## src/rtl/round_buffer_reader_pkg.sv

```systemverilog
// Shared defaults and helpers for the circular sample buffer read side.
// Holds the parameter defaults, the level-width constant, the skid occupancy
// state encoding and the read-pointer wrap helper.
package round_buffer_reader_pkg;

  localparam int BUFFER_WIDTH_DEF     = 4;
  localparam int BUFFER_SIZE_DEF      = 16;
  localparam int DATA_WIDTH_DEF       = 16;
  localparam int LEVEL_WIDTH_DEF      = BUFFER_WIDTH_DEF + 1;
  localparam int ALMOST_EMPTY_THR_DEF = 2;

  // Occupancy of the 2-entry output skid buffer.
  typedef enum logic [1:0] {
    SKID_EMPTY = 2'd0,
    SKID_ONE   = 2'd1,
    SKID_TWO   = 2'd2
  } skid_state_e;

  // Advance a read address around a ring of 'size' entries.
  // The size need not be a power of two, so the wrap is explicit.
  function automatic int next_rd_addr(input int addr, input int size);
    return (addr == size - 1) ? 0 : addr + 1;
  endfunction

endpackage

```

## src/rtl/round_rd_skid.sv

```systemverilog
// Purpose: 2-entry in-order valid/ready skid buffer (main + spare) for RAM read data.
// Latency: a word pushed on edge N is presented on out_vld/out_dat in cycle N+1.
// Backpressure: holds up to 2 words; the caller must not push when full and not consuming.
// Ports: clk/aclr/clk_en - clock, async active-high reset, global enable
//        push_dat/push_vld - returning RAM word; out_dat/out_vld/out_rdy - stream side
//        count - number of words held (0..2)
module round_rd_skid
  import round_buffer_reader_pkg::*;
#(
  parameter int DataWidth = DATA_WIDTH_DEF
) (
  input  logic                 clk,
  input  logic                 aclr,
  input  logic                 clk_en,
  input  logic [DataWidth-1:0] push_dat,
  input  logic                 push_vld,
  input  logic                 out_rdy,
  output logic [DataWidth-1:0] out_dat,
  output logic                 out_vld,
  output logic [1:0]           count
);

  skid_state_e          state_q, state_d;
  logic [DataWidth-1:0] main_q, main_d;
  logic [DataWidth-1:0] spare_q, spare_d;
  logic                 push;
  logic                 consume;

  // Nothing moves while the engine is globally stalled.
  assign push    = clk_en && push_vld;
  assign consume = clk_en && out_vld && out_rdy;

  // State register
  always_ff @(posedge clk or posedge aclr) begin
    if (aclr) begin
      state_q <= SKID_EMPTY;
    end else begin
      state_q <= state_d;
    end
  end

  // Next-state logic
  always_comb begin
    state_d = state_q;
    case (state_q)
      SKID_EMPTY: if (push) state_d = SKID_ONE;
      SKID_ONE: begin
        if (push && !consume)      state_d = SKID_TWO;
        else if (!push && consume) state_d = SKID_EMPTY;
      end
      SKID_TWO: if (consume && !push) state_d = SKID_ONE;
      default: state_d = SKID_EMPTY;
    endcase
  end

  // Output logic
  always_comb begin
    out_vld = 1'b0;
    count   = 2'd0;
    case (state_q)
      SKID_ONE: begin
        out_vld = 1'b1;
        count   = 2'd1;
      end
      SKID_TWO: begin
        out_vld = 1'b1;
        count   = 2'd2;
      end
      default: begin
        out_vld = 1'b0;
        count   = 2'd0;
      end
    endcase
  end

  // Data steering: an arriving word lands in main when main is free or
  // leaving this cycle, otherwise in spare. Spare moves up on consume.
  always_comb begin
    main_d  = main_q;
    spare_d = spare_q;
    case (state_q)
      SKID_EMPTY: if (push) main_d = push_dat;
      SKID_ONE: begin
        if (consume) begin
          if (push) main_d = push_dat;
        end else if (push) begin
          spare_d = push_dat;
        end
      end
      SKID_TWO: begin
        if (consume) begin
          main_d = spare_q;
          if (push) spare_d = push_dat;
        end
      end
      default: begin
        main_d  = main_q;
        spare_d = spare_q;
      end
    endcase
  end

  always_ff @(posedge clk or posedge aclr) begin
    if (aclr) begin
      main_q  <= '0;
      spare_q <= '0;
    end else begin
      main_q  <= main_d;
      spare_q <= spare_d;
    end
  end

  assign out_dat = main_q;

endmodule

```

## src/rtl/round_buffer_reader.sv

```systemverilog
// Purpose: read-side controller of the circular sample buffer; owns R_Addr, derives Empty, issues Pop, streams words out.
// Latency: Pop in cycle N -> RAM data captured end of N+1 -> Out_Valid in N+2 at the earliest; 1 word/cycle sustained.
// Backpressure: at most 2 words in flight + held; Pop stalls once those slots are taken and the head is not being accepted.
// Ports: clk, aclr (async active-high), clk_en (global enable, freezes all state)
//        W_Addr/Round from the writer and wrap tracker; R_Addr/Pop to RAM and tracker; Mem_RData from RAM
//        Empty status; Out_Data/Out_Valid/Out_Ready downstream stream
// Optional: RD_LEVEL_EN adds registered Level and Almost_Empty outputs and the AlmostEmptyThr parameter.
module round_buffer_reader
  import round_buffer_reader_pkg::*;
#(
  parameter int BufferWidth = BUFFER_WIDTH_DEF,
  parameter int BufferSize  = BUFFER_SIZE_DEF,
  parameter int DataWidth   = DATA_WIDTH_DEF
`ifdef RD_LEVEL_EN
  , parameter int AlmostEmptyThr = ALMOST_EMPTY_THR_DEF
`endif
) (
  input  logic                   clk,
  input  logic                   aclr,
  input  logic                   clk_en,
  input  logic [BufferWidth-1:0] W_Addr,
  input  logic                   Round,
  output logic [BufferWidth-1:0] R_Addr,
  output logic                   Pop,
  input  logic [DataWidth-1:0]   Mem_RData,
  output logic                   Empty,
  output logic [DataWidth-1:0]   Out_Data,
  output logic                   Out_Valid,
  input  logic                   Out_Ready
`ifdef RD_LEVEL_EN
  , output logic [BufferWidth:0] Level,
  output logic                   Almost_Empty
`endif
);

  localparam int LevelWidth = BufferWidth + 1;

  logic [BufferWidth-1:0] r_addr_q, r_addr_d;
  logic                   inflight_q, inflight_d;
  logic                   empty;
  logic                   pop;
  logic [1:0]             skid_cnt;
  logic [1:0]             slots;
  logic                   skid_vld;

  // Pointers equal means empty unless the writer is a full lap ahead.
  assign empty = !Round && (W_Addr == r_addr_q);

  // A slot is either a read in flight from the RAM or a word held in the skid.
  // Two slots cover the RAM latency, so a third pop is only allowed when the
  // head word leaves this very cycle.
  assign slots = {1'b0, inflight_q} + skid_cnt;

  always_comb begin
    pop = 1'b0;
    if (clk_en && !empty) begin
      pop = (slots < 2'd2) || ((slots == 2'd2) && skid_vld && Out_Ready);
    end
  end

  always_comb begin
    r_addr_d   = r_addr_q;
    inflight_d = inflight_q;
    if (pop) begin
      r_addr_d = BufferWidth'(next_rd_addr(int'(r_addr_q), BufferSize));
    end
    // The in-flight flag tracks the RAM's registered read, which is gated by
    // the same enable; a stalled read completes once clk_en returns.
    if (clk_en) begin
      inflight_d = pop;
    end
  end

  always_ff @(posedge clk or posedge aclr) begin
    if (aclr) begin
      r_addr_q   <= '0;
      inflight_q <= 1'b0;
    end else begin
      r_addr_q   <= r_addr_d;
      inflight_q <= inflight_d;
    end
  end

  round_rd_skid #(
    .DataWidth(DataWidth)
  ) u_skid (
    .clk      (clk),
    .aclr     (aclr),
    .clk_en   (clk_en),
    .push_dat (Mem_RData),
    .push_vld (inflight_q),
    .out_rdy  (Out_Ready),
    .out_dat  (Out_Data),
    .out_vld  (skid_vld),
    .count    (skid_cnt)
  );

  assign R_Addr    = r_addr_q;
  assign Pop       = pop;
  assign Empty     = empty;
  assign Out_Valid = skid_vld;

`ifdef RD_LEVEL_EN
  logic                  full;
  logic [LevelWidth-1:0] level_q, level_d;
  logic                  almost_empty_q, almost_empty_d;

  assign full = Round && (W_Addr == r_addr_q);

  always_comb begin
    level_d        = level_q;
    almost_empty_d = almost_empty_q;
    if (clk_en) begin
      if (full) begin
        level_d = LevelWidth'(BufferSize);
      end else if (Round) begin
        level_d = LevelWidth'(BufferSize) - {1'b0, r_addr_q} + {1'b0, W_Addr};
      end else begin
        level_d = {1'b0, W_Addr} - {1'b0, r_addr_q};
      end
      almost_empty_d = (level_d <= LevelWidth'(AlmostEmptyThr));
    end
  end

  always_ff @(posedge clk or posedge aclr) begin
    if (aclr) begin
      level_q        <= '0;
      almost_empty_q <= 1'b1;
    end else begin
      level_q        <= level_d;
      almost_empty_q <= almost_empty_d;
    end
  end

  assign Level        = level_q;
  assign Almost_Empty = almost_empty_q;
`endif

endmodule

```

## config.mk

```make
export PLATFORM = sky130hd
export DESIGN_NAME = round_buffer_reader
export DESIGN_NICKNAME = d
export VERILOG_FILES = /design/src/rtl/round_buffer_reader_pkg.sv /design/src/rtl/round_rd_skid.sv /design/src/rtl/round_buffer_reader.sv
export SDC_FILE = /design/constraint.sdc
export NUM_CORES = 1
export LEC_CHECK = 0
export BUFFER_PORTS_ARGS = -buffer_cell sky130_fd_sc_hd__buf_2
export CAP_MARGIN = 20
export CORE_MARGIN = 2
export CORE_UTILIZATION = 35
export CTS_CLUSTER_DIAMETER = 200
export DETAILED_ROUTE_END_ITERATION = 6
export REMOVE_ABC_BUFFERS = 1
export SYNTH_ARGS = -nofsm -noshare
export SYNTH_HDL_FRONTEND = slang
export SYNTH_SLANG_ARGS = --single-unit
```

## constraint.sdc

```tcl
create_clock -name clk -period 1.9 [get_ports clk]
set_input_delay 0.38 -clock clk [delete_from_list [all_inputs] [get_ports clk]]
set_output_delay 0.38 -clock clk [all_outputs]
set_load 0.02 [all_outputs]
```

======== Word level (Yosys, flattened, before mapping) ========
Cells that the tools add are included.
cells by class
  $add $sub $neg .......................... 2
  multipliers ............................. 0
  div/mod/pow operators ................... 0
  $lt $le $gt $ge ......................... 1
  eq/ne operators ......................... 11
  shifts and indexed selects .............. 0
  multiplexer cells ....................... 17
  bitwise operators ....................... 0
  reduce and logical (&&, ||, !) cells .... 21
operators by type and width
  operator                                                                  number
  16-bit two-way mux                                                        6
  16-bit case mux with 3 select lines                                       1
  16-bit case mux with 2 select lines                                       1
  1-bit logical AND                                                         9
  3-bit AND reduction                                                       3
  2-bit two-way mux                                                         4
  2-bit by 1-bit inequality test with 1-bit output (second input constant)  4
  2-bit case mux with 3 select lines                                        1
  4-bit by 1-bit adder with 4-bit output (second input constant)            1
  2-bit equality test (second input constant)                               2
  4-bit by 1-bit equality test with 1-bit output (second input constant)    1
  4-bit equality test                                                       1
  1-bit zero test                                                           4
  4-bit two-way mux                                                         1
  2-bit case mux with 2 select lines                                        1
  3-bit by 1-bit inequality test with 1-bit output (second input constant)  1
  3-bit nonzero test                                                        1
  1-bit by 2-bit adder with 2-bit output                                    1
  2-bit by 1-bit equality test with 1-bit output (second input constant)    1
  2-bit zero test                                                           1
  2-bit < comparator (second input constant)                                1
  1-bit two-way mux                                                         2
  2-bit inequality test (second input constant)                             1
  2-bit nonzero test                                                        1
  2 further kinds                                                           2
word-level totals
  flip-flop bits (word level) ............. 39
  latch bits .............................. 0
  memory bits (writable) .................. 0
  memory bits (read-only) ................. 0
  output and inout bits ................... 23
  word-level logic and storage cells ...... 57
  memories kept ........................... 0

======== Longest topological paths before layout ========
  depth after elaboration ................. 9
  depth in mapped cells ................... 8
  depth with buffers taken out ............ 7

======== Hierarchy ========
Synthesis repeated with hierarchy kept, for this count alone.
unflattened totals
  cell total of the unflattened synthesis .. 168
  area, all modules ....................... 2014.4 µm²
by module, submodules not included
  module               instances  cells each  area each (µm²)  sequential area each (µm²)
  round_rd_skid        1          133         1654.1           850.8
  round_buffer_reader  1          35          360.3            125.1

======== Least setup slack after synthesis ========
OpenSTA, ideal clock, no wires.
  kind .................................... reg2out
  start point ............................. reg u_skid.state_q[1]
  end point ............................... out Pop
  data arrival time ....................... 1.547 ns
  data required time ...................... 1.520 ns
  slack ................................... -0.027 ns
  cell stages (with the launch flop) ...... 8
  cell sequence ........................... dfrtp_1 > inv_1 > ha_1 > ha_1 > nand3b_1 > nand2_1 > o211ai_4 > inv_1
on the way
  longest elaborated chain between the ends .. 8
ends and longest elaborated chain
  element                                                                                       line                       text
  start, declared                                                                               round_rd_skid.sv:23        skid_state_e state_q, state_d;
  start signal, assigned                                                                        round_rd_skid.sv:38        state_q <= state_d;
  2-bit equality test / 2-bit by 1-bit equality test with 1-bit output (equally long branches)  round_rd_skid.sv:60        case (state_q)
  2-bit case mux with 2 select lines                                                            round_rd_skid.sv:60
  1-bit by 2-bit adder with 2-bit output                                                        round_buffer_reader.sv:52  assign slots = {1'b0, inflight_q} + skid_cnt;
  2-bit equality test                                                                           round_buffer_reader.sv:57  pop = (slots < 2'd2) || ((slots == 2'd2) && skid_vld && Out_Ready);
  1-bit logical AND (2 in series)                                                               round_buffer_reader.sv:57
  1-bit logical OR (*)                                                                          round_buffer_reader.sv:57
  1-bit two-way mux (*)                                                                         round_buffer_reader.sv:56  if (clk_en && !empty) begin
  end, declared                                                                                 round_buffer_reader.sv:24  output logic Pop,
Mark *: on every way between the ends. The rest lies on a longest branch, timed or not.

======== Worst setup path after layout ========
  start point ............................. reg r_addr_q[3] (netlist: R_Addr[3])
  end point ............................... out Empty
on the way
  longest elaborated chain between the ends .. 2
ends and longest elaborated chain
  element                 line                       text
  start, declared         round_buffer_reader.sv:38  logic [BufferWidth-1:0] r_addr_q, r_addr_d;
  start signal, assigned  round_buffer_reader.sv:79  r_addr_q <= r_addr_d;
  4-bit equality test     round_buffer_reader.sv:47  assign empty = !Round && (W_Addr == r_addr_q);
  1-bit logical AND       round_buffer_reader.sv:47
  end, declared           round_buffer_reader.sv:26  output logic Empty,
Every way passes these cells.

==> results.md <==
* Share of layout cells above drive strength 1 at 43.5%
* Top cell type by total area after synthesis: dfrtp_1
* Residual DRC at 0
* Max Clock Freq at 0.484 GHz
* Antenna Cells at 0
* Leakage power at 1.17 nW
* Critical path arrival at 1680 ps
* Worst vdd ir at 0.792 mV
* Final setup viols at 2
* Synth cell types at 32
* DIE WIDTH at 79.2 um
* Startpoint types: register
* Flops & latches, synth at 39
* Ranking of synthesized cells by area: dfrtp_1, mux2i_1, mux2_1, a31oi_1, a21oi_1
* Hold Vio Cnt, Final at 0
* Initial drt markers at 74
* Worst EP required at 1520 ps
* Worst Tran Pin Value at 509 ps
* DRT Pass-1 Iters at 4
* WL/cell at 14.7 um
* Via count at 1565
* Final Hold Slack at 199 ps
* Area Overhead vs Synth at 35.1%
* Syn Inst Count at 166
* PwrDens at 1800 nW/um^2
* Fill cell count at 520
* Crit end category: output pin
* WL final at 4.54 mm
* All-Layer GR Usage at 14.2%
* Final clock skew at 13.5 ps
* Starting Density at 36.2%
* Status: complete, but fails checks
* Maximum level of the CTS H-tree at 2
* Slew HR at 66.0%
* First-pass GRT wire length at 6.98 mm
* Slowest CP cell: a2111o_1
* Port Buffers at 47
* Antenna violations before repair at 0
* Syn Area/Cell at 11.9 um^2
* FF-to-FF path depth at 8
* Met3 usage at 4.66%
* Gpl congestion at 0.844
* Post-synth top area share at 49.3%
* Via density at 5.06
* Hold Crit Class: primary input to asynchronous set/reset pin
* Failing checks: negative setup slack
* Met2 Track Usage GR at 23.5%
* Crit-path leading delay family: compound AO/OA/AOI/OAI gates
* Dpl hpwl at 2.85 mm
* Crit-path cells: nor2b_1 -> a2111o_1 -> buf_4 -> nor2_1 -> buf_4
* Most common cell after layout, fill and taps aside: buf_2
* Period utilisation layout at 109%
* Slowest stage delay, CP at 440 ps
* Clock Tree Buf Depth at 2
* Clock latency on the worst-skew pair at 290 ps
* Vias in the first global route at 1499
* Synth warnings at 0
* CTS tree: yes
* Core area at 5470 um^2
* MaxCap Viol Count at 0
* # hold bufs at CTS at 0
* Total CTS buffers at 5
* Final nets at 268
* Grt total ovfl at 0
* CP most frequent cell: buf_4
* RR Startpoint: u_skid.state_q[0]$_DFFE_PP0P_
* Crit path kind: register to output pin
* Clock Sinks at 39
* Die area at 6270 um^2
* Max Transition Viols Final at 0
* RSZ-0062 raised after global routing: true
* Synthesized area at 1980 um^2
* Die Y at 79.2 um
* Io pins at 48
* Largest net degree at the start of global routing at 40
* Commonest non-fill, non-tap cells in the layout: buf_2, dfrtp_1, buf_4
* Post-synthesis sequential area ratio at 49.3%
* Met1 usage at 17.4%
* Worst path setup slack after routing at -164 ps
* Fin crit period at 2060 ps
* CP bufs+invs at 2
* Reg2reg end: R_Addr[1]$_DFFE_PP0P_
* Grt peak-use layer: met2
* Routed Antenna Nets at 0
* Dpl ws at -4.70 ps
* R2R setup slack at 10 ps
* Clk root buf: clkbuf_8
* CP max FO at 2
* Num rows at 27
* Reg clk slew, reported paths at 80 ps
## power breakdown
part           leakage (nW)  switching (mW)  internal (mW)  total (mW)
Clock                0.0516           0.308          0.297       0.605
Combinational         0.665            1.40           1.33        2.72
Sequential            0.450           0.234           1.26        1.49
Total                  1.17            1.94           2.88        4.82
## worst max-delay path by stage
stage                                       start                       endpoint  slack (ps)  cells after the start
floorplan           u_skid.state_q[0]$_DFFE_PP0P_  u_skid.out_dat[0]$_DFFE_PP0P_        -640                      5
global placement    u_skid.state_q[0]$_DFFE_PP0P_  u_skid.spare_q[6]$_DFFE_PP0P_         -10                      5
detailed placement  u_skid.state_q[0]$_DFFE_PP0P_  u_skid.spare_q[3]$_DFFE_PP0P_          -5                      5
CTS                         R_Addr[3]$_DFFE_PP0P_                            Pop        -150                      5
global route        u_skid.state_q[0]$_DFFE_PP0P_                            Pop        -230                      7
finish                      R_Addr[3]$_DFFE_PP0P_                          Empty        -160                      5
## layer usage
| metal | up-vias | routed length [um] |
|---|---|---|
| li1 | 759 | - |
| met1 | 760 | 2070 |
| met2 | 41 | 2140 |
| met3 | 5 | 292 |
| met4 | 0 | 44 |
| met5 | - | 0 |
## cell type report
type / instances / area (um^2) / area share [%]
Clock buffer: 6 / 82.6 / 3.09
Clock inverter: 2 / 13.8 / 0.515
Inverter: 7 / 26.3 / 0.983
Multi-Input combinational cell: 110 / 998 / 37.3
Sequential cell: 39 / 977 / 36.5
Tap cell: 72 / 90.1 / 3.37
Timing Repair Buffer: 73 / 485 / 18.2
## tightest hold or removal path: cells and delay by family
kind	cells	cell delay, ps
buf+inv	3	550
## stage by stage
stage          setup TNS (ps)  total power, mW  instances  util (%)  cell area (um^2)
5_1_grt                  -585             5.12        309      48.9              2670
2_1_floorplan          -18420             2.96        156         -              1930
3_5_place_dp            -11.4             3.81        291      43.9              2400
3_3_place_gp            -35.7             3.77        291      43.9              2400
6_report                 -314             4.82        309      48.9              2670
4_1_cts                  -156             4.61        303      47.4              2590
## registers in the layout, summed over array words and instances (netlist names)
signal and flops:
u_skid.state_q 2, inflight_q 1, R_Addr 4, u_skid.out_dat 16, u_skid.spare_q 16
## cells by family after synthesis
logic type	Yosys count	share of synthesized area, %
multiplexers	35	19.2
AO/OA/AOI/OAI	48	17.1
adder cells (fa/ha/maj)	7	4.42
buffers and inverters	17	3.73
flip-flops	39	49.3
AND/OR/NAND/NOR	17	4.87
XOR/XNOR	3	1.33
## synthesized netlist by cell type
cell,n
and2_1,1
clkbuf_1,4
a31oi_1,17
mux2_2,6
a311oi_1,1
ha_1,7
a21oi_1,19
a2111o_1,1
dfrtp_1,39
o21ai_0,2
nand3b_1,1
a211oi_1,1
and4b_1,1
o2111ai_4,1
mux2i_1,17
nand4b_1,2
nor2_1,2
xor2_1,1
buf_2,5
o211ai_4,1
o32ai_2,1
o32a_1,1
mux2_1,10
buf_4,1
inv_1,7
nor2b_1,2
xnor2_1,2
o2111ai_1,2
nand2b_1,2
o2bb2ai_1,1
mux2_4,2
nand2_1,6
## timing repair
| action | in CTS | in global routing |
|---|---|---|
| cloned | 0 | 1 |
| gates resized for setup | 11 | 5 |
| buffers inserted | 4 | 5 |
| endpoints found under the setup margin | 10 | 21 |
| pin swaps | 3 | 4 |
Note: power is estimated with default switching activity, not from simulation.
